$ cat config.mk
export PLATFORM = sky130hd
export DESIGN_NAME = mem_access_master_flat
export DESIGN_NICKNAME = d
export VERILOG_FILES = /design/src/rtl/mem_access_master_if.sv /design/src/rtl/mem_access_master.sv /design/src/flat_wrapper.sv
export SDC_FILE = /design/constraint.sdc
export NUM_CORES = 1
export LEC_CHECK = 0
export BUFFER_PORTS_ARGS = -buffer_cell sky130_fd_sc_hd__buf_2
export CORE_MARGIN = 2
export CORE_UTILIZATION = 45
export DETAILED_ROUTE_END_ITERATION = 10
export PLACE_DENSITY = 0.72
export REMOVE_ABC_BUFFERS = 1
export SYNTH_ARGS = -nofsm -noshare
export SYNTH_HDL_FRONTEND = slang
export SYNTH_SLANG_ARGS = --single-unit
$ cat constraint.sdc
create_clock -name clk_i -period 4.35 [get_ports clk_i]
set_input_delay 0.435 -clock clk_i [delete_from_list [all_inputs] [get_ports clk_i]]
set_output_delay 0.435 -clock clk_i [all_outputs]
set_load 0.01 [all_outputs]
$ cat src/rtl/mem_access_master_if.sv
// Shared definitions for the load/store initiator and the memory array port.
//  - mem_access_pkg : access size encodings used on the request and array ports
//  - mem_array_if   : combinational-read / clocked-write memory array port
// The access master connects through the 'slave' modport; the array model or
// macro connects through the 'array' modport.

package mem_access_pkg;

    localparam logic [1:0] MEM_ACCESS_SIZE_BYTE = 2'd0;
    localparam logic [1:0] MEM_ACCESS_SIZE_HALF = 2'd1;
    localparam logic [1:0] MEM_ACCESS_SIZE_WORD = 2'd2;

endpackage

interface mem_array_if;

    logic [31:0] rd_addr;
    logic [1:0]  rd_size;
    logic [31:0] rd_data;
    logic        wr_enable;
    logic [31:0] wr_addr;
    logic [1:0]  wr_size;
    logic [31:0] wr_data;

    // Initiator view: drives addresses and write data, receives read data.
    modport slave (
        output rd_addr, rd_size, wr_enable, wr_addr, wr_size, wr_data,
        input  rd_data
    );

    // Array view: returns read data combinationally, commits writes on the clock edge.
    modport array (
        input  rd_addr, rd_size, wr_enable, wr_addr, wr_size, wr_data,
        output rd_data
    );

endinterface

$ cat src/rtl/mem_access_master.sv
// mem_access_master
//  Initiator side of mem_array_if. Takes one load/store request at a time,
//  range-checks it against [START_ADDR, START_ADDR+MEM_SIZE), drives the array
//  port for one cycle and returns an extended load value or a fault.
//  Flow: IDLE -> ACCESS -> RESP -> IDLE (faults go IDLE -> RESP directly).
//  Optional feature macro: MEM_ACCESS_MISALIGNED_SPLIT_EN
//   defined   : misaligned HALF/WORD run as 2/4 ascending BYTE accesses in SPLIT
//   undefined : misaligned HALF/WORD fault; SPLIT is not built

module mem_access_master
    import mem_access_pkg::*;
#(
    parameter logic [31:0] START_ADDR = 32'h0001_0000,
    parameter int unsigned MEM_SIZE   = 64 * 1024
) (
    input  logic        clk_i,
    input  logic        rst_ni,
    input  logic        req_valid_i,
    output logic        req_ready_o,
    input  logic        req_we_i,
    input  logic [31:0] req_addr_i,
    input  logic [1:0]  req_size_i,
    input  logic        req_signed_i,
    input  logic [31:0] req_wdata_i,
    output logic        rsp_valid_o,
    input  logic        rsp_ready_i,
    output logic [31:0] rsp_rdata_o,
    output logic        rsp_fault_o,
    mem_array_if.slave  memif
);

`ifdef MEM_ACCESS_MISALIGNED_SPLIT_EN
    typedef enum logic [1:0] {
        ST_IDLE   = 2'd0,
        ST_ACCESS = 2'd1,
        ST_RESP   = 2'd2,
        ST_SPLIT  = 2'd3
    } state_e;
`else
    typedef enum logic [1:0] {
        ST_IDLE   = 2'd0,
        ST_ACCESS = 2'd1,
        ST_RESP   = 2'd2
    } state_e;
`endif

    // One past the last legal byte, kept 33 bits wide so it cannot wrap.
    localparam logic [32:0] WINDOW_END = {1'b0, START_ADDR} + 33'(MEM_SIZE);

    // Extend a loaded value according to the requested size and signedness.
    function automatic logic [31:0] extend_load(
        input logic [31:0] data,
        input logic [1:0]  size,
        input logic        sign_en
    );
        logic [31:0] result;
        case (size)
            MEM_ACCESS_SIZE_BYTE: result = {{24{sign_en & data[7]}},  data[7:0]};
            MEM_ACCESS_SIZE_HALF: result = {{16{sign_en & data[15]}}, data[15:0]};
            default:              result = data;
        endcase
        return result;
    endfunction

    state_e      r_state;
    state_e      w_next_state;

    // Latched request and response.
    logic        r_we;
    logic [1:0]  r_size;
    logic        r_signed;
    logic        r_fault;
    logic [31:0] r_rdata;

    // Registered array-port drive, held stable between accesses.
    logic [31:0] r_mem_addr;
    logic [1:0]  r_mem_size;
    logic [31:0] r_mem_wdata;

    // Request decode.
    logic        w_accept;
    logic        w_wr_enable;
    logic [2:0]  w_nbytes;
    logic        w_bad_size;
    logic [32:0] w_last_byte;
    logic        w_out_of_window;
    logic        w_misaligned;
    logic        w_fault;
    logic [31:0] w_phys_addr;

`ifdef MEM_ACCESS_MISALIGNED_SPLIT_EN
    logic [31:0] r_wdata;
    logic [1:0]  r_cnt;
    logic [1:0]  r_last;
    logic [31:0] r_asm;
    logic [1:0]  w_cnt_inc;
    logic [31:0] w_wdata_shift;
    logic [31:0] w_asm_next;
`endif

    assign w_accept    = req_valid_i && req_ready_o;
    assign w_phys_addr = req_addr_i - START_ADDR;
    assign w_bad_size  = (req_size_i == 2'b11);

    // Byte count of the requested access; reserved encoding is sized as a word.
    always_comb begin
        case (req_size_i)
            MEM_ACCESS_SIZE_BYTE: w_nbytes = 3'd1;
            MEM_ACCESS_SIZE_HALF: w_nbytes = 3'd2;
            default:              w_nbytes = 3'd4;
        endcase
    end

    assign w_last_byte     = {1'b0, req_addr_i} + {30'b0, w_nbytes} - 33'd1;
    assign w_out_of_window = (req_addr_i < START_ADDR) || (w_last_byte >= WINDOW_END);
    assign w_misaligned    = ((req_size_i == MEM_ACCESS_SIZE_HALF) && req_addr_i[0]) ||
                             ((req_size_i == MEM_ACCESS_SIZE_WORD) && (req_addr_i[1:0] != 2'b00));

`ifdef MEM_ACCESS_MISALIGNED_SPLIT_EN
    // Misaligned accesses are split, so only the window and the size encoding fault.
    assign w_fault = w_out_of_window || w_bad_size;
`else
    // Misaligned accesses cannot be expressed on the array port and are rejected.
    assign w_fault = w_out_of_window || w_bad_size || w_misaligned;
`endif

    // State register; reset abandons any in-flight access.
    always_ff @(posedge clk_i or negedge rst_ni) begin
        if (!rst_ni) begin
            r_state <= ST_IDLE;
        end else begin
            // NOTE: sequential state uses <= so every register samples pre-edge values.
            r_state <= w_next_state;
        end
    end

    // Next-state and handshake/strobe decode from the current state.
    always_comb begin
        // NOTE: defaults first so no path leaves an output unassigned (no latch).
        w_next_state = r_state;
        req_ready_o  = 1'b0;
        rsp_valid_o  = 1'b0;
        w_wr_enable  = 1'b0;
        case (r_state)
            ST_IDLE: begin
                req_ready_o = 1'b1;
                if (req_valid_i) begin
                    if (w_fault) begin
                        w_next_state = ST_RESP;
`ifdef MEM_ACCESS_MISALIGNED_SPLIT_EN
                    end else if (w_misaligned) begin
                        w_next_state = ST_SPLIT;
`endif
                    end else begin
                        w_next_state = ST_ACCESS;
                    end
                end
            end
            ST_ACCESS: begin
                w_wr_enable  = r_we;
                w_next_state = ST_RESP;
            end
`ifdef MEM_ACCESS_MISALIGNED_SPLIT_EN
            ST_SPLIT: begin
                w_wr_enable = r_we;
                if (r_cnt == r_last) begin
                    w_next_state = ST_RESP;
                end
            end
`endif
            ST_RESP: begin
                rsp_valid_o = 1'b1;
                if (rsp_ready_i) begin
                    w_next_state = ST_IDLE;
                end
            end
            default: begin
                w_next_state = ST_IDLE;
            end
        endcase
    end

`ifdef MEM_ACCESS_MISALIGNED_SPLIT_EN
    assign w_cnt_inc     = r_cnt + 2'd1;
    assign w_wdata_shift = r_wdata >> {w_cnt_inc, 3'b000};

    // Place the byte read this cycle into its lane of the assembled load value.
    always_comb begin
        w_asm_next                       = r_asm;
        w_asm_next[{r_cnt, 3'b000} +: 8] = memif.rd_data[7:0];
    end
`endif

    // Request latch, array-port drive and response capture.
    always_ff @(posedge clk_i or negedge rst_ni) begin
        if (!rst_ni) begin
            r_we        <= 1'b0;
            r_size      <= MEM_ACCESS_SIZE_WORD;
            r_signed    <= 1'b0;
            r_fault     <= 1'b0;
            r_rdata     <= '0;
            r_mem_addr  <= '0;
            r_mem_size  <= MEM_ACCESS_SIZE_WORD;
            r_mem_wdata <= '0;
`ifdef MEM_ACCESS_MISALIGNED_SPLIT_EN
            r_wdata     <= '0;
            r_cnt       <= 2'd0;
            r_last      <= 2'd0;
            r_asm       <= '0;
`endif
        end else begin
            if (w_accept) begin
                r_we     <= req_we_i;
                r_size   <= req_size_i;
                r_signed <= req_signed_i;
                r_fault  <= w_fault;
                r_rdata  <= '0;
                // A faulted request leaves the array port untouched.
                if (!w_fault) begin
                    r_mem_addr <= w_phys_addr;
`ifdef MEM_ACCESS_MISALIGNED_SPLIT_EN
                    if (w_misaligned) begin
                        r_mem_size  <= MEM_ACCESS_SIZE_BYTE;
                        r_mem_wdata <= {24'b0, req_wdata_i[7:0]};
                        r_wdata     <= req_wdata_i;
                        r_cnt       <= 2'd0;
                        r_last      <= 2'(w_nbytes - 3'd1);
                        r_asm       <= '0;
                    end else begin
                        r_mem_size  <= req_size_i;
                        r_mem_wdata <= req_wdata_i;
                    end
`else
                    r_mem_size  <= req_size_i;
                    r_mem_wdata <= req_wdata_i;
`endif
                end
            end

            if ((r_state == ST_ACCESS) && !r_we) begin
                r_rdata <= extend_load(memif.rd_data, r_size, r_signed);
            end

`ifdef MEM_ACCESS_MISALIGNED_SPLIT_EN
            if (r_state == ST_SPLIT) begin
                r_asm <= w_asm_next;
                if (r_cnt == r_last) begin
                    if (!r_we) begin
                        r_rdata <= extend_load(w_asm_next, r_size, r_signed);
                    end
                end else begin
                    r_cnt       <= w_cnt_inc;
                    r_mem_addr  <= r_mem_addr + 32'd1;
                    r_mem_wdata <= {24'b0, w_wdata_shift[7:0]};
                end
            end
`endif
        end
    end

    assign rsp_rdata_o     = r_rdata;
    assign rsp_fault_o     = r_fault;

    assign memif.rd_addr   = r_mem_addr;
    assign memif.rd_size   = r_mem_size;
    assign memif.wr_addr   = r_mem_addr;
    assign memif.wr_size   = r_mem_size;
    assign memif.wr_data   = r_mem_wdata;
    assign memif.wr_enable = w_wr_enable;

endmodule

$ cat src/flat_wrapper.sv
// flat-port wrapper written by rule: the top's interface ports become plain ports
module mem_access_master_flat import mem_access_pkg::*;
#(
    parameter logic [31:0] START_ADDR = 32'h0001_0000,
    parameter int unsigned MEM_SIZE   = 64 * 1024
)
  (clk_i, rst_ni, req_valid_i, req_ready_o, req_we_i, req_addr_i, req_size_i, req_signed_i, req_wdata_i, rsp_valid_o, rsp_ready_i, rsp_rdata_o, rsp_fault_o, memif_rd_addr, memif_rd_size, memif_wr_enable, memif_wr_addr, memif_wr_size, memif_wr_data, memif_rd_data);
  mem_array_if memif_i ();
  input  logic clk_i;
  input  logic rst_ni;
  input  logic req_valid_i;
  output logic req_ready_o;
  input  logic req_we_i;
  input  logic [31:0] req_addr_i;
  input  logic [1:0] req_size_i;
  input  logic req_signed_i;
  input  logic [31:0] req_wdata_i;
  output logic rsp_valid_o;
  input  logic rsp_ready_i;
  output logic [31:0] rsp_rdata_o;
  output logic rsp_fault_o;
  output wire logic [$bits(memif_i.rd_addr)-1:0] memif_rd_addr;
  output wire logic [$bits(memif_i.rd_size)-1:0] memif_rd_size;
  output wire logic [$bits(memif_i.wr_enable)-1:0] memif_wr_enable;
  output wire logic [$bits(memif_i.wr_addr)-1:0] memif_wr_addr;
  output wire logic [$bits(memif_i.wr_size)-1:0] memif_wr_size;
  output wire logic [$bits(memif_i.wr_data)-1:0] memif_wr_data;
  input wire logic [$bits(memif_i.rd_data)-1:0] memif_rd_data;
  assign memif_rd_addr = memif_i.rd_addr;
  assign memif_rd_size = memif_i.rd_size;
  assign memif_wr_enable = memif_i.wr_enable;
  assign memif_wr_addr = memif_i.wr_addr;
  assign memif_wr_size = memif_i.wr_size;
  assign memif_wr_data = memif_i.wr_data;
  assign memif_i.rd_data = memif_rd_data;
  mem_access_master #(.START_ADDR(START_ADDR), .MEM_SIZE(MEM_SIZE)) u_core (.clk_i(clk_i), .rst_ni(rst_ni), .req_valid_i(req_valid_i), .req_ready_o(req_ready_o), .req_we_i(req_we_i), .req_addr_i(req_addr_i), .req_size_i(req_size_i), .req_signed_i(req_signed_i), .req_wdata_i(req_wdata_i), .rsp_valid_o(rsp_valid_o), .rsp_ready_i(rsp_ready_i), .rsp_rdata_o(rsp_rdata_o), .rsp_fault_o(rsp_fault_o), .memif(memif_i));
endmodule
# Word-level counts from Yosys, hierarchy flattened
# Index checks and enable logic that the tools add are counted.
# W data, S select, Z words.
[totals] out_inout_bits=136 elab_cells=52 ff_bits=105 inputBits=104
[classes] add_sub_neg=3 muxes=11 reduce_logical=16 n_eq_ne=8 n_lt_le_gt_ge=2 n_bitwise=3
[ops] op="$mux W32" count=2
[ops] op="$pmux W32 S2" count=1
[ops] op="$add A32 B3 Y33" count=1
[ops] op="$ge A33 B18 Y1 const B" count=1
[ops] op="$sub A33 B1 Y33 const B" count=1
[ops] op="$lt A32 B17 Y1 const B" count=1
[ops] op="$sub A32 B17 Y32 const B" count=1
[ops] op="$eq A2 B1 Y1 const B" count=3
[ops] op="$eq A2 B2 Y1 const B" count=3
[ops] op="$logic_not A2 Y1" count=3
[ops] op="$mux W2" count=3
[ops] op="$pmux W2 S3" count=1
[ops] op="$pmux W3 S2" count=1
[ops] op="$logic_and A1 B1 Y1" count=4
[ops] op="$logic_or A1 B1 Y1" count=4
[ops] op="$ne A2 B2 Y1 const B" count=2
[ops] op="$reduce_and A2 Y1" count=2
[ops] op="$reduce_bool A2 Y1" count=2
[ops] op="$mux W1" count=3
[ops] op="$and A1 B1 Y1" count=2
[ops] op="$logic_not A1 Y1" count=1
[ops] op="$not A1 Y1" count=1

# Logic depth before layout (Yosys ltp)
# Gate-level depths: netlist of run 1.
[logic_depth] word_depth=11 ltp_mapped=18 ltp_nobuf=16

# Worst setup path before layout of run 1
# No wires, ideal clock.
[synth_timing] path_type="in2reg" from="input port req_size_i[1]" to="register u_core.r_mem_wdata[19] (netlist: u_core.memif.wr_data[19])" n_path_buf=2 setup_slack_ns=-0.102 path_stages=17 required_ns=4.223 setup_ns=0.127 arrival_ns=4.325 path_cell_list="or2_2 ha_1 inv_1 ha_1 inv_1 fa_1 nand2b_1 a21oi_1 o21ai_1 nand4_2 mux2_2 or4_1 or4_1 nor4b_4 buf_6 buf_12 mux2_1"
[synth_between] elab_chain_len=10 elab_cells_between_ends=16 classes_between="add/sub (2); order compare (1); eq/ne (3); mux (1); bitwise (1); reduce/logical (8)"
[synth_lines] element="from (decl)" line="flat_wrapper.sv:15" text="input logic [1:0] req_size_i;"
[synth_lines] element="$eq A2 B1 Y1 or $logic_not A2 Y1 (tied branches)" line="mem_access_master.sv:107, mem_access_master.sv:116"
[synth_lines] element="$pmux W3 S2" line="mem_access_master.sv:107" text="case (req_size_i)"
[synth_lines] element="$add A32 B3 Y33" line="mem_access_master.sv:114" text="assign w_last_byte = {1'b0, req_addr_i} + {30'b0, w_nbytes} - 33'd1;"
[synth_lines] element="$sub A33 B1 Y33" line="mem_access_master.sv:114"
[synth_lines] element="$ge A33 B18 Y1" line="mem_access_master.sv:115" text="assign w_out_of_window = (req_addr_i < START_ADDR) || (w_last_byte >= WINDOW_END);"
[synth_lines] element="$logic_or A1 B1 Y1" line="mem_access_master.sv:115"
[synth_lines] element="$logic_or A1 B1 Y1" line="mem_access_master.sv:124" text="assign w_fault = w_out_of_window || w_bad_size || w_misaligned;"
[synth_lines] element="$logic_or A1 B1 Y1 *" line="mem_access_master.sv:124"
[synth_lines] element="$not A1 Y1 (no line) *"
[synth_lines] element="$reduce_and A2 Y1 (no line) *"
[synth_lines] element="to (signal assigned)" line="mem_access_master.sv:235" text="r_mem_wdata <= req_wdata_i;"
[synth_lines] element="to (decl)" line="mem_access_master.sv:78" text="logic [31:0] r_mem_wdata;"
# Mark *: on every way between the ends. The rest lies on a longest branch, timed or not.
# A chain may end at the register's enable or synchronous reset.

# Worst setup path in the final report of run 1
[layout_timing] from="input port req_size_i[0]" to="register u_core.r_mem_wdata[10] (netlist: u_core.memif.wr_data[10])"
# The elaborated chain is that of the path after synthesis.

==> results.env, run 1 <==
POST_SYNTH_INST_COUNT=746
SYNTH_ASYNC_SR_FLOP_SHARE_PCT=100
GR-USAGE-ALL-LAYERS_PCT=24.4
SYN_AREA_MM2=0.00743
CRITICAL_PATH_CLASS='in2reg'
TIMING_HOLD_VIOLATIONS_FINAL=0
DRCVIOLATIONCOUNT=0
GLOBALPLACE.CONGESTION=0.957
NETLIST_TOP_CELLS_AREA='sky130_fd_sc_hd__dfrtp_1 (35%), sky130_fd_sc_hd__ha_1 (8.4%), sky130_fd_sc_hd__mux2_4 (7.7%)'
DETAIL_ROUTE.VIAS_PER_CELL=5.42
RELSLEWSLACK_PCT=30.9
GRT_START_MAX_NET_PINS=67
ROW_COUNT=46
CRIT_PATH_MAX_FANOUT=7
SYNTH_AREA_LEADER='sky130_fd_sc_hd__dfrtp_1'
YOSYS.AREA_SHARE.ADDER_PCT=8.69
DESIGN.DIE.AREA_MM2=0.0175
FINALSETUPVIOLCOUNT=0
DP_SLACK_PS=-480
POST_SYNTH_AND_OR_NAND_NOR_AREA_FRACTION_PCT=16.3
P_PER_AREA_mW_PER_MM2=253
XOR_XNOR_SHARE_OF_THE_SYNTHESIZED_AREA_PCT=1.77
CTS_HOLD_BUFFERS=0
POST_SYNTH_NUM_CELL_TYPES=80
FLOORPLAN.CORE_AREA_MM2=0.0160
MAXIMUM_LEVEL_OF_THE_CTS_H_TREE=3
VIAS_IN_THE_FIRST_GLOBAL_ROUTE=6558
GRT_REMAINING_OVERFLOW=0
DESIGN.PORTCOUNT=240
HPWL_UM=17300
GRT_ANTENNA_BEFORE_REPAIR=1
SYNTH-COMPOUND-AREA-SHARE_PCT=15.9
SYNTH_TOP_CELLS_BY_COUNT='sky130_fd_sc_hd__dfrtp_1 (103), sky130_fd_sc_hd__inv_1 (58), sky130_fd_sc_hd__ha_1 (50)'
DETAIL_ROUTE.ITER0.VIOLATIONS=398
ROUTE.VIAS.TOTAL=6899
FINALINSTANCEAREA_MM2=0.00989
MAXCLOCKFREQUENCY_MHz=234
CAP_VIOLATIONS=0
NUMBER_OF_SINKS_HANDLED_BY_CLOCK_TREE_SYNTHESIS=105
ANT_CELLS=0
TIMING.CRITICAL_PATH.TO_TYPE='flop'
CTS_TREE='built'
WIRELENGTH_UM=22500
SETUP.WORST_PATH.START_CLASS='input pin'
POST_DRT_ANTENNA_NETS=0
REQUIRED_TIME_OF_THE_CRITICAL_PATH_PS=4600
YOSYSWARNINGCOUNT=0
CP_CELL_SEQUENCE='buf_2, or2_4, ha_2, inv_2, ha_4, inv_2, fa_2, nand2b_4, a21oi_4, o21ai_2, nand4_2, mux2_4, or4_1, or4_4, nor4b_4, buf_4, buf_12, clkbuf_16, mux2_4'
P_LEAK_uW=0.00531
SYNTH_TOP_FAMILY_BY_AREA='simple AND/OR/NAND/NOR gates'
STATUS='complete, no violations'
HOLDCRITPATHCLASS='in2async'
SYNTH.FF_LATCH_COUNT=105
DIE_W_UM=132
DIE_HEIGHT_UM=132
YOSYSTOPAREACELLSHARE_PCT=34.7
FLOW.AREA_GROWTH_FROM_SYNTHESIS_PCT=33.2
SYNTH_MOST_COMMON_CELL='sky130_fd_sc_hd__dfrtp_1'
CP.ARRIVAL_PS=4530
CTS_ROOT_BUFFER='sky130_fd_sc_hd__clkbuf_16'
CTS-ROOT-TO-SINK-BUFFERS=2
POST_SYNTH_MUX_AREA_SHARE_PCT=13.1
FINAL_LAYOUT_SIZE_SUFFIX_GT1_SHARE_PCT=45.1
FINALMAXSLEWVIOLATIONS=0
ROUTE.DETAILED.WL_PER_INST_UM=17.7
FLOORPLAN.INITIALDENSITY_PCT=46.4
NUMBER_OF_CTS_INSERTED_BUFFERS=9
SYNTH.YOSYS.SEQ_AREA_SHARE_PCT=35.4
CLOCK_INSERTION_DELAY_WORST_SKEW_PS=370
COUNT_OF_FLIP_FLOPS_WITH_A_BUILT_IN_ENABLE_AFTER_SYNTHESIS=0
WORST_PIN_SLEW_PS=1030
TIMING.CLOCK.SKEW_PS=9.47
GRT_PASS1_WL_UM=34200
SLOWEST_STAGE_DELAY_ON_CRITICAL_PATH_PS=510
DPL-INSTANCE-AREA_MM2=0.00924
SYNTH_FF_TYPE='sky130_fd_sc_hd__dfrtp_1'
FIN_CRIT_PS=4280
CRIT_SLOWEST_CELL='sky130_fd_sc_hd__or4_1'
SYNTHESIS.AREA_PER_INSTANCE_UM2=9.96
DESIGN.FINAL.NETS=1207
PORT-BUFFER-COUNT=239
POST-ROUTE-UTIL_PCT=61.8
FIN_WS_PS=67.7
DRTPASS1ITERATIONS=5
CLKSLEWWORSTSETUPHOLDPATHS_PS=70
WORST_IR_DROP_VDD_mV=0.175
TCRIT_TCLK_FINAL_PCT=98.4
[logic make-up (layout without fill, tap and decap cells)]
family | after synthesis | in the layout
and+or+nand+nor | 217 | 217
adders and majority gates | 51 | 51
xor gates and xnor gates | 15 | 15
DFF | 105 | 105
AOI/OAI and AO/OA | 167 | 167
muxes | 74 | 74
buffers and inverters | 117 | 428
[layout make-up]
class | count | area, µm²
inverter | 58 | 220
sequential | 105 | 2630
clock buffer | 9 | 225
tap | 216 | 270
clock inverter | 7 | 72.6
fill | 1367 | 6110
multi-input combinational | 524 | 4260
timing repair buffer | 354 | 2210
[critical path: cells and delay by family]
| kind | cells | cell delay (ps) |
|---|---|---|
| muxes | 2 | 610 |
| adders and majority gates | 3 | 670 |
| and+or+nand+nor | 6 | 1800 |
| buffers and inverters | 6 | 740 |
| AOI/OAI and AO/OA | 2 | 260 |
[flip-flops by register name, summed over array words and instances, names as in the netlist]
register,count
u_core.rsp_fault_o,1
u_core.rsp_rdata_o,32
u_core.r_size,2
u_core.memif.rd_addr,32
u_core.memif.wr_data,32
u_core.r_state,2
u_core.r_signed,1
u_core.r_we,1
u_core.memif.rd_size,2
[layer usage]
metal  vias to the layer above  global-route usage [%]  routed length (µm)
met4                         2                    7.95                 584
met1                      3271                    31.2                9690
met3                        52                    5.06                1510
met2                       293                    41.4               10700
met5                         -                       0                   9
li1                       3281                       -                   -
[repair_timing]
item / CTS / global route
cloned: 1 / 3
pin swaps: 4 / 15
buffers inserted: 3 / 11
resized for setup: 6 / 31
hold endpoints to repair: 0 / 0
setup endpoints to repair: 57 / 64
[power by group]
part / internal [µW] / leakage [µW] / switching, µW
logic: 296 / 0.00372 / 366
registers: 989 / 0.00144 / 26.8
clock network: 406 / 0.000143 / 415
[path summary, 6_finish.rpt]
path                                            end                startpoint  cells after the start  slack [ps]
hold / removal             u_core.memif.wr_data[23]                    rst_ni                      1         180
max in group asynchronous   u_core.memif.wr_data[3]                    rst_ni                      2        3130
hold reg to reg            u_core.memif.wr_data[19]  u_core.memif.wr_data[19]                      1         490
setup / recovery           u_core.memif.wr_data[10]             req_size_i[0]                     19          70
setup reg to reg           u_core.memif.wr_data[10]         u_core.r_state[0]                      8        2030
min in group clk_i         u_core.memif.wr_data[19]           req_wdata_i[19]                      2         290
[cell usage in the layout (no fill, tap or decap), drive strengths merged, types with 4 or more instances in the layout]
cell type / instances
nand2b: 23
nand4: 15
mux2: 70
nor2b: 15
nor4: 10
nor3: 16
mux2i: 4
or4: 5
nand2: 45
clkbuf: 12
a211oi: 6
and4: 4
dfrtp: 103
inv: 61
nand4b: 4
xnor2: 14
or2: 4
o311ai: 4
and3: 4
nor2: 43
o21ai: 37
o211ai: 6
a21o: 9
nand3: 15
buf: 351
o2111ai: 4
a21oi: 31
ha: 50
a22o: 32
[through the flow]
stage                     total power, µW  TNS, ps  hold slack (ps)  cells
final                                2500        0              178   1273
after global routing                 2620    -2280              252   1273
after CTS                            2490        0              219   1259
after detailed placement             1660   -26430              469   1239
after global placement               1650   -23340              469   1239
after floorplan                      1370  -161480              139    687
No activity file was read; power rests on OpenSTA's default activity.
==> run 2: changes to the inputs <==
- CORE_UTILIZATION: 45 -> 56
- PLACE_DENSITY: 0.72 -> 0.87
- REMOVE_ABC_BUFFERS: 1 -> default
==> run 2 against run 1 <==
Utilization is 13 points higher; sequential cell count stayed put; sequential share of layout area is 0.43 points higher; worst setup slack better by 16 ps; non-clock buffer count is 8 lower; via count is 4.3% higher; first-iteration DRC count is 130% higher; cell count is 3.7% lower; clock-buffer cell count stayed put; fmax is 0.38% higher; critical endpoint is now u_core.memif.wr_data[18].
==> results.env, run 2 (same netlist as run 1, synthesis figures left out) <==
TCRIT_TCLK_FINAL_PCT=98.1  # was 98.4%
GLOBALPLACE.CONGESTION=0.995  # was 0.957
CAP_VIOLATIONS=0  # unchanged
DESIGN.FINAL.NETS=1199  # was 1207
WORST_SETUP_STARTPOINT='req_size_i[1]'  # was req_size_i[0]
CTS_TREE='built'  # unchanged
TIMING_HOLD_VIOLATIONS_FINAL=0  # unchanged
SEQ_POWER_SHARE_PCT=40.5  # was 40.6%
CTS-ROOT-TO-SINK-BUFFERS=2  # unchanged
P_LEAK_uW=0.00527  # was 0.00531 µW
PORT-BUFFER-COUNT=239  # unchanged
CTS_HOLD_BUFFERS=0  # unchanged
FINALMAXSLEWVIOLATIONS=0  # unchanged
WORST_PIN_SLEW_PS=1230  # was 1030 ps
TIMING.CLOCK.SKEW_PS=8.95  # was 9.47 ps
VIAS_IN_THE_FIRST_GLOBAL_ROUTE=6684  # was 6558
FIN_CRIT_PS=4270  # was 4280 ps
NUMBER_OF_CTS_INSERTED_BUFFERS=9  # unchanged
WORST_IR_DROP_VDD_mV=0.194  # was 0.175 mV
LAYOUT_COMMONEST_CELL='sky130_fd_sc_hd__buf_2'  # unchanged
LEADING_CELL_TYPES_IN_THE_LAYOUT_FILL_AND_TAPS_EXCLUDED='sky130_fd_sc_hd__buf_2 (238), sky130_fd_sc_hd__dfrtp_1 (103), sky130_fd_sc_hd__buf_4 (98), sky130_fd_sc_hd__inv_1 (58), sky130_fd_sc_hd__ha_1 (49)'  # was sky130_fd_sc_hd__buf_2 (237), sky130_fd_sc_hd__buf_4 (104), sky130_fd_sc_hd__dfrtp_1 (103), sky130_fd_sc_hd__inv_1 (55), sky130_fd_sc_hd__ha_1 (47)
RELSLEWSLACK_PCT=17.5  # was 30.9%
POWER_FRAC_CLOCK_PCT=32.8  # about the same
CLKSLEWWORSTSETUPHOLDPATHS_PS=70  # about the same
CRIT_PATH_MAX_FANOUT=4  # was 7
DESIGN.DIE.AREA_MM2=0.0142  # was 0.0175 mm²
FINAL_LAYOUT_SIZE_SUFFIX_GT1_SHARE_PCT=44.2  # was 45.1%
ROUTE.VIAS.TOTAL=7199  # was 6899
FLOORPLAN.INITIALDENSITY_PCT=56.8  # was 46.4%
CTS_ROOT_BUFFER='sky130_fd_sc_hd__clkbuf_16'  # unchanged
SETUP.WORST_PATH.START_CLASS='input pin'  # unchanged
GRT_PASS1_WL_UM=35100  # was 34200 µm
NETSWITCHINGPOWER_uW=777  # was 808 µW
HPWL_UM=17700  # was 17300 µm
DETAIL_ROUTE.ITER0.VIOLATIONS=924  # was 398
P_PER_AREA_mW_PER_MM2=257  # was 253 mW/mm²
ROW_COUNT=42  # was 46
FLOW.AREA_GROWTH_FROM_SYNTHESIS_PCT=31.1  # was 33.2%
DESIGN.PORTCOUNT=240  # unchanged
MAXIMUM_LEVEL_OF_THE_CTS_H_TREE=3  # unchanged
TIMING.CRITICAL_PATH.TO_TYPE='flop'  # unchanged
DIE_HEIGHT_UM=119  # was 132 µm
HOLDCRITPATHCLASS='in2async'  # unchanged
DETAIL_ROUTE.VIAS_PER_CELL=5.87  # was 5.42
CRITICAL_PATH_CLASS='in2reg'  # unchanged
GRT_START_MAX_NET_PINS=73  # was 67
FLOORPLAN.CORE_AREA_MM2=0.0131  # was 0.0160 mm²
ROUTE.DETAILED.WL_PER_INST_UM=19.1  # was 17.7 µm
SWITCHING_SHARE_PCT=31.0  # was 32.3%
GRT_ANTENNA_BEFORE_REPAIR=1  # unchanged
SETUP_TOTAL_NEGATIVE_SLACK_PS=0  # unchanged
DRTPASS1ITERATIONS=6  # was 5
POST-ROUTE-UTIL_PCT=74.4  # was 61.8%
POSTSYNTHNETCOUNT=901
MAXCLOCKFREQUENCY_MHz=234  # about the same
DIE_W_UM=119  # was 132 µm
GRT_REMAINING_OVERFLOW=0  # unchanged
DRCVIOLATIONCOUNT=0  # unchanged
FF2FF_SETUP_SLACK_PS=2030  # about the same
CLOCK_INSERTION_DELAY_WORST_SKEW_PS=350  # was 370 ps
NUMBER_OF_SINKS_HANDLED_BY_CLOCK_TREE_SYNTHESIS=105  # unchanged
STATUS='complete, no violations'  # unchanged
P_INT_uW=1730  # was 1690 µW
POST_DRT_ANTENNA_NETS=0  # unchanged
WORSTREG2REGSTART='u_core.r_state[1]'  # was u_core.r_state[0]
CP.ARRIVAL_PS=4500  # was 4530 ps
FINALSETUPVIOLCOUNT=0  # unchanged
REQUIRED_TIME_OF_THE_CRITICAL_PATH_PS=4590  # was 4600 ps
WIRELENGTH_UM=23400  # was 22500 µm
SHARE_COMB_OF_TOTAL_POWER_PCT=26.6  # was 26.5%
GR-USAGE-ALL-LAYERS_PCT=31.3  # was 24.4%
run 2: cell types whose count changed in the layout (fill, tap and decap cells not counted), moves of 3 or more:
cell,change
sky130_fd_sc_hd__inv_1,+3
sky130_fd_sc_hd__mux2_2,+3
sky130_fd_sc_hd__buf_6,-4
sky130_fd_sc_hd__buf_4,-6
run 2: cell type report:
type | count | area [µm²]
Timing Repair Buffer | 346 | 2150
Multi-Input combinational cell | 524 | 4220
Fill cell | 879 | 3350
Sequential cell | 105 | 2630
Antenna cell | 2 | 5.00
Tap cell | 176 | 220
Clock inverter | 6 | 66.3
Inverter | 58 | 218
Clock buffer | 9 | 225
run 2: what timing repair did:
action / CTS / global route
setup endpoints to repair: 0 / 64
hold endpoints to repair: 0 / 0
setup buffers: 0 / 1
gates resized for setup: 0 / 9
run 2: worst paths after layout:
check                                           endpoint  depth (start not counted)
max in group asynchronous       u_core.memif.wr_data[31]                          2
min in group clk_i              u_core.memif.wr_data[12]                          2
worst min-delay path             u_core.memif.rd_addr[8]                          1
worst max-delay path            u_core.memif.wr_data[18]                         19
worst min register to register        u_core.rsp_fault_o                          2
worst max register to register    u_core.rsp_rdata_o[14]                          5
run 2: routing by layer:
layer  GRT usage, %  vias up  routed length (µm)
met5              0        -                   0
met4           11.5        0                 727
met3           5.84       69                1840
met2           54.1      384               11600
met1           38.9     3484                9260
li1               -     3262                   -
run 2: critical path, stage by stage:
cell and delay (ps):
sky130_fd_sc_hd__buf_2 110, sky130_fd_sc_hd__or2_2 300, sky130_fd_sc_hd__ha_1 190, sky130_fd_sc_hd__inv_1 80, sky130_fd_sc_hd__ha_4 150, sky130_fd_sc_hd__inv_1 50
sky130_fd_sc_hd__fa_1 350, sky130_fd_sc_hd__nand2b_4 160, sky130_fd_sc_hd__a21oi_4 150, sky130_fd_sc_hd__o21ai_2 90, sky130_fd_sc_hd__nand4_2 100, sky130_fd_sc_hd__mux2_4 310
sky130_fd_sc_hd__or4_1 510, sky130_fd_sc_hd__or4_4 450, sky130_fd_sc_hd__nor4b_4 310, sky130_fd_sc_hd__buf_4 190, sky130_fd_sc_hd__clkbuf_16 130, sky130_fd_sc_hd__buf_4 140
sky130_fd_sc_hd__mux2_4 300
run 2: power by group through the flow:
stage | Sequential [µW] | Combinational [µW] | Clock (µW)
detailed placement | 1030 | 632 | 0
global route | 1020 | 719 | 865
CTS | 1010 | 641 | 829
finish | 1020 | 667 | 823
global placement | 1030 | 629 | 0
floorplan | 1020 | 367 | 0
run 2: per-stage QoR:
step / hold WS (ps) / cell area (µm²) / setup WS (ps) / total power (µW) / instances
floorplan: 139 / 7460 / 0.336 / 1390 / 746
global placement: 456 / 9280 / -220 / 1660 / 1204
detailed placement: 477 / 9280 / -261 / 1670 / 1204
CTS: 231 / 9570 / 69.8 / 2480 / 1219
global route: 278 / 9730 / -24.7 / 2600 / 1225
finish: 201 / 9730 / 84.0 / 2510 / 1226
==> run 3: changes to the inputs <==
- CORE_UTILIZATION: 56 -> 52
- PLACE_DENSITY: 0.87 -> 0.82
- clock period: 4.35 -> 4.9 ns (I/O delays scaled with it)
==> run 3 against run 2 <==
Utilization shrank 9.9 points; sequential cell count is the same; hold slack gained 20 ps; sequential power shrank 12%; cell area shrank 7.7%; clock-buffer cell count grew 1; combinational power shrank 24%; total power shrank 16%; critical path depth shrank 1; clock power shrank 14%; critical path type unchanged; critical endpoint is now u_core.memif.wr_data[21]; largest cell class unchanged.
==> results.env, run 3 (same netlist as run 1, synthesis figures left out) <==
CP.ARRIVAL_PS=4950  # was 4500 ps
DETAIL_ROUTE.VIAS_PER_CELL=5.73  # was 5.87
NFILLCELLS=1132  # was 879
DRCVIOLATIONCOUNT=0  # unchanged
SETUP.WORST_PATH.START_CLASS='input pin'  # unchanged
ROW_COUNT=43  # was 42
FIN_HOLD_WS_PS=220  # was 201 ps
DIE_HEIGHT_UM=124  # was 119 µm
CTS_TREE='built'  # unchanged
RSZ_0062_RAISED_AFTER_GLOBAL_ROUTING='false'
FIN_CRIT_PS=4720
GRT_PASS1_WL_UM=31900  # was 35100 µm
CP_CELL_SEQUENCE='buf_2, or2_2, ha_1, inv_1, ha_1, inv_1, fa_1, nand2b_1, a21oi_1, o21ai_1, nand4_2, mux2_2, or4_1, or4_1, nor4b_4, buf_12, buf_12, mux2_2'  # was buf_2, or2_2, ha_1, inv_1, ha_4, inv_1, fa_1, nand2b_4, a21oi_4, o21ai_2, nand4_2, mux2_4, or4_1, or4_4, nor4b_4, buf_4, clkbuf_16, buf_4, mux2_4
NUMBER_OF_SINKS_HANDLED_BY_CLOCK_TREE_SYNTHESIS=105  # unchanged
FINALINSTANCEAREA_MM2=0.00898  # was 0.00973 mm²
FINALMAXSLEWVIOLATIONS=0  # unchanged
MAXIMUM_LEVEL_OF_THE_CTS_H_TREE=3  # unchanged
TOTALPOWERFINAL_uW=2110  # was 2510 µW
ROUTE.DETAILED.WL_PER_INST_UM=18.5  # was 19.1 µm
DESIGN.PORTCOUNT=240  # unchanged
TCRIT_TCLK_FINAL_PCT=96.3
LAYOUT_COMMONEST_CELL='sky130_fd_sc_hd__buf_2'  # unchanged
TIMING_HOLD_VIOLATIONS_FINAL=0  # unchanged
STATUS='complete, no violations'  # unchanged
FINAL_LAYOUT_SIZE_SUFFIX_GT1_SHARE_PCT=38.7  # was 44.2%
DESIGN.FINAL.NETS=1122  # was 1199
DPL-INSTANCE-AREA_MM2=0.00869  # was 0.00928 mm²
LEADING_CELL_TYPES_IN_THE_LAYOUT_FILL_AND_TAPS_EXCLUDED='sky130_fd_sc_hd__buf_2 (238), sky130_fd_sc_hd__dfrtp_1 (103), sky130_fd_sc_hd__inv_1 (58), sky130_fd_sc_hd__ha_1 (50), sky130_fd_sc_hd__nand2_1 (45)'  # was sky130_fd_sc_hd__buf_2 (238), sky130_fd_sc_hd__dfrtp_1 (103), sky130_fd_sc_hd__buf_4 (98), sky130_fd_sc_hd__inv_1 (58), sky130_fd_sc_hd__ha_1 (49)
POST-ROUTE-UTIL_PCT=64.5  # was 74.4%
P_PER_AREA_mW_PER_MM2=235  # was 257 mW/mm²
CTS-ROOT-TO-SINK-BUFFERS=2  # unchanged
CLOCK_INSERTION_DELAY_WORST_SKEW_PS=350  # about the same
GR-USAGE-ALL-LAYERS_PCT=27.1  # was 31.3%
FLOORPLAN.CORE_AREA_MM2=0.0139  # was 0.0131 mm²
DESIGN.DIE.AREA_MM2=0.0153  # was 0.0142 mm²
ROUTE.VIAS.TOTAL=6607  # was 7199
DP_SLACK_PS=-145  # was -261 ps
FINALSETUPVIOLCOUNT=0  # unchanged
REQUIRED_TIME_OF_THE_CRITICAL_PATH_PS=5130  # was 4590 ps
FLOW.AREA_GROWTH_FROM_SYNTHESIS_PCT=21.0  # was 31.1%
HOLDCRITPATHCLASS='in2async'  # unchanged
CLKSLEWWORSTSETUPHOLDPATHS_PS=70  # about the same
SLOWEST_STAGE_DELAY_ON_CRITICAL_PATH_PS=540  # was 510 ps
PORT-BUFFER-COUNT=239  # unchanged
GRT_START_MAX_NET_PINS=65  # was 73
MAXCLOCKFREQUENCY_MHz=212
WORST_PIN_SLEW_PS=992  # was 1230 ps
VIAS_IN_THE_FIRST_GLOBAL_ROUTE=6216  # was 6684
P_LEAK_uW=0.00485  # was 0.00527 µW
RELSLEWSLACK_PCT=33.5  # was 17.5%
WORST_IR_DROP_VDD_mV=0.151  # was 0.194 mV
NUMBER_OF_CTS_INSERTED_BUFFERS=9  # unchanged
CRIT_SLOWEST_CELL='sky130_fd_sc_hd__or4_1'  # unchanged
TIMING.CLOCK.SKEW_PS=8.02  # was 8.95 ps
CTS_ROOT_BUFFER='sky130_fd_sc_hd__clkbuf_16'  # unchanged
TIMING.CRITICAL_PATH.TO_TYPE='flop'  # unchanged
CTS.REPAIR_TIMING.SETUP_BUFFER_COUNT=0  # unchanged
DIE_W_UM=124  # was 119 µm
CRIT_PATH_MAX_FANOUT=21  # was 4
GLOBALPLACE.CONGESTION=0.971  # was 0.995
GRT_REMAINING_OVERFLOW=0  # unchanged
WIRELENGTH_UM=21300  # was 23400 µm
CTS_HOLD_BUFFERS=0  # unchanged
FIN_WS_PS=183  # was 84.0 ps
DETAIL_ROUTE.ITER0.VIOLATIONS=572  # was 924
GRT_ANTENNA_BEFORE_REPAIR=1  # unchanged
POSTSYNTHNETCOUNT=901  # unchanged
POST_DRT_ANTENNA_NETS=0  # unchanged
HPWL_UM=17100  # was 17700 µm
CRIT_BUF_INV=5  # was 6
NUMBER_OF_INSTANCES_RESIZED_DURING_POST_CTS_REPAIR=0  # unchanged
FLOORPLAN.INITIALDENSITY_PCT=53.3  # was 56.8%
CRIT_FAMILY='simple AND/OR/NAND/NOR gates'  # unchanged
CRITICAL_PATH_CLASS='in2reg'  # unchanged
DRTPASS1ITERATIONS=5  # was 6
CAP_VIOLATIONS=0  # unchanged
[run 3: cell types whose count changed in the layout (fill, tap and decap cells not counted), sizes merged]
cell	previous run	this run
buf	342	269
clkbuf	13	10
bufinv	1	0
clkinv	3	2
clkinvlp	0	1
diode	2	1
inv	60	61
[run 3: metrics by stage]
| step | std cells | setup TNS (ps) |
|---|---|---|
| 3_5_place_dp | 1136 | -6000 |
| 4_1_cts | 1152 | 0 |
| 2_1_floorplan | 746 | 0 |
| 6_report | 1153 | 0 |
| 5_1_grt | 1153 | 0 |
| 3_3_place_gp | 1136 | 0 |
[run 3: path summary, 6_finish.rpt]
check                                         start                        to  slack, ps  cells past startpoint
setup / recovery                      req_size_i[1]  u_core.memif.wr_data[21]        180                     18
hold / removal                               rst_ni  u_core.memif.rd_addr[10]        220                      1
setup reg to reg                  u_core.r_state[0]  u_core.memif.wr_data[21]       2590                      7
hold reg to reg            u_core.memif.wr_data[19]  u_core.memif.wr_data[19]        500                      1
max in group asynchronous                    rst_ni   u_core.memif.rd_size[1]       3580                      2
min in group clk_i                  req_wdata_i[12]  u_core.memif.wr_data[12]        370                      2
[run 3: cell type report]
class                      instances  area [µm²]  share of cell area (%)
timing repair buffer             269        1470                    16.4
clock inverter                     6        50.0                   0.557
clock buffer                      10         239                    2.66
tap                              180         225                    2.51
multi-input combinational        524        4150                    46.1
antenna                            1        2.50                  0.0279
sequential                       105        2630                    29.3
inverter                          58         218                    2.42
[run 3: power breakdown]
group	switching, µW	leakage [µW]	internal [µW]
Clock	338	0.000141	366
Sequential	23.7	0.00144	878
Combinational	302	0.00326	202
[run 3: metal layers]
layer,global-route usage [%],up-vias,share of wire (%),wire length (µm)
li1,-,3110,-,-
met1,34.9,3190,41,8780
met2,45.7,269,49,10500
met3,5.03,38,6.7,1420
met4,8.88,0,2.7,570
met5,0,-,0,0
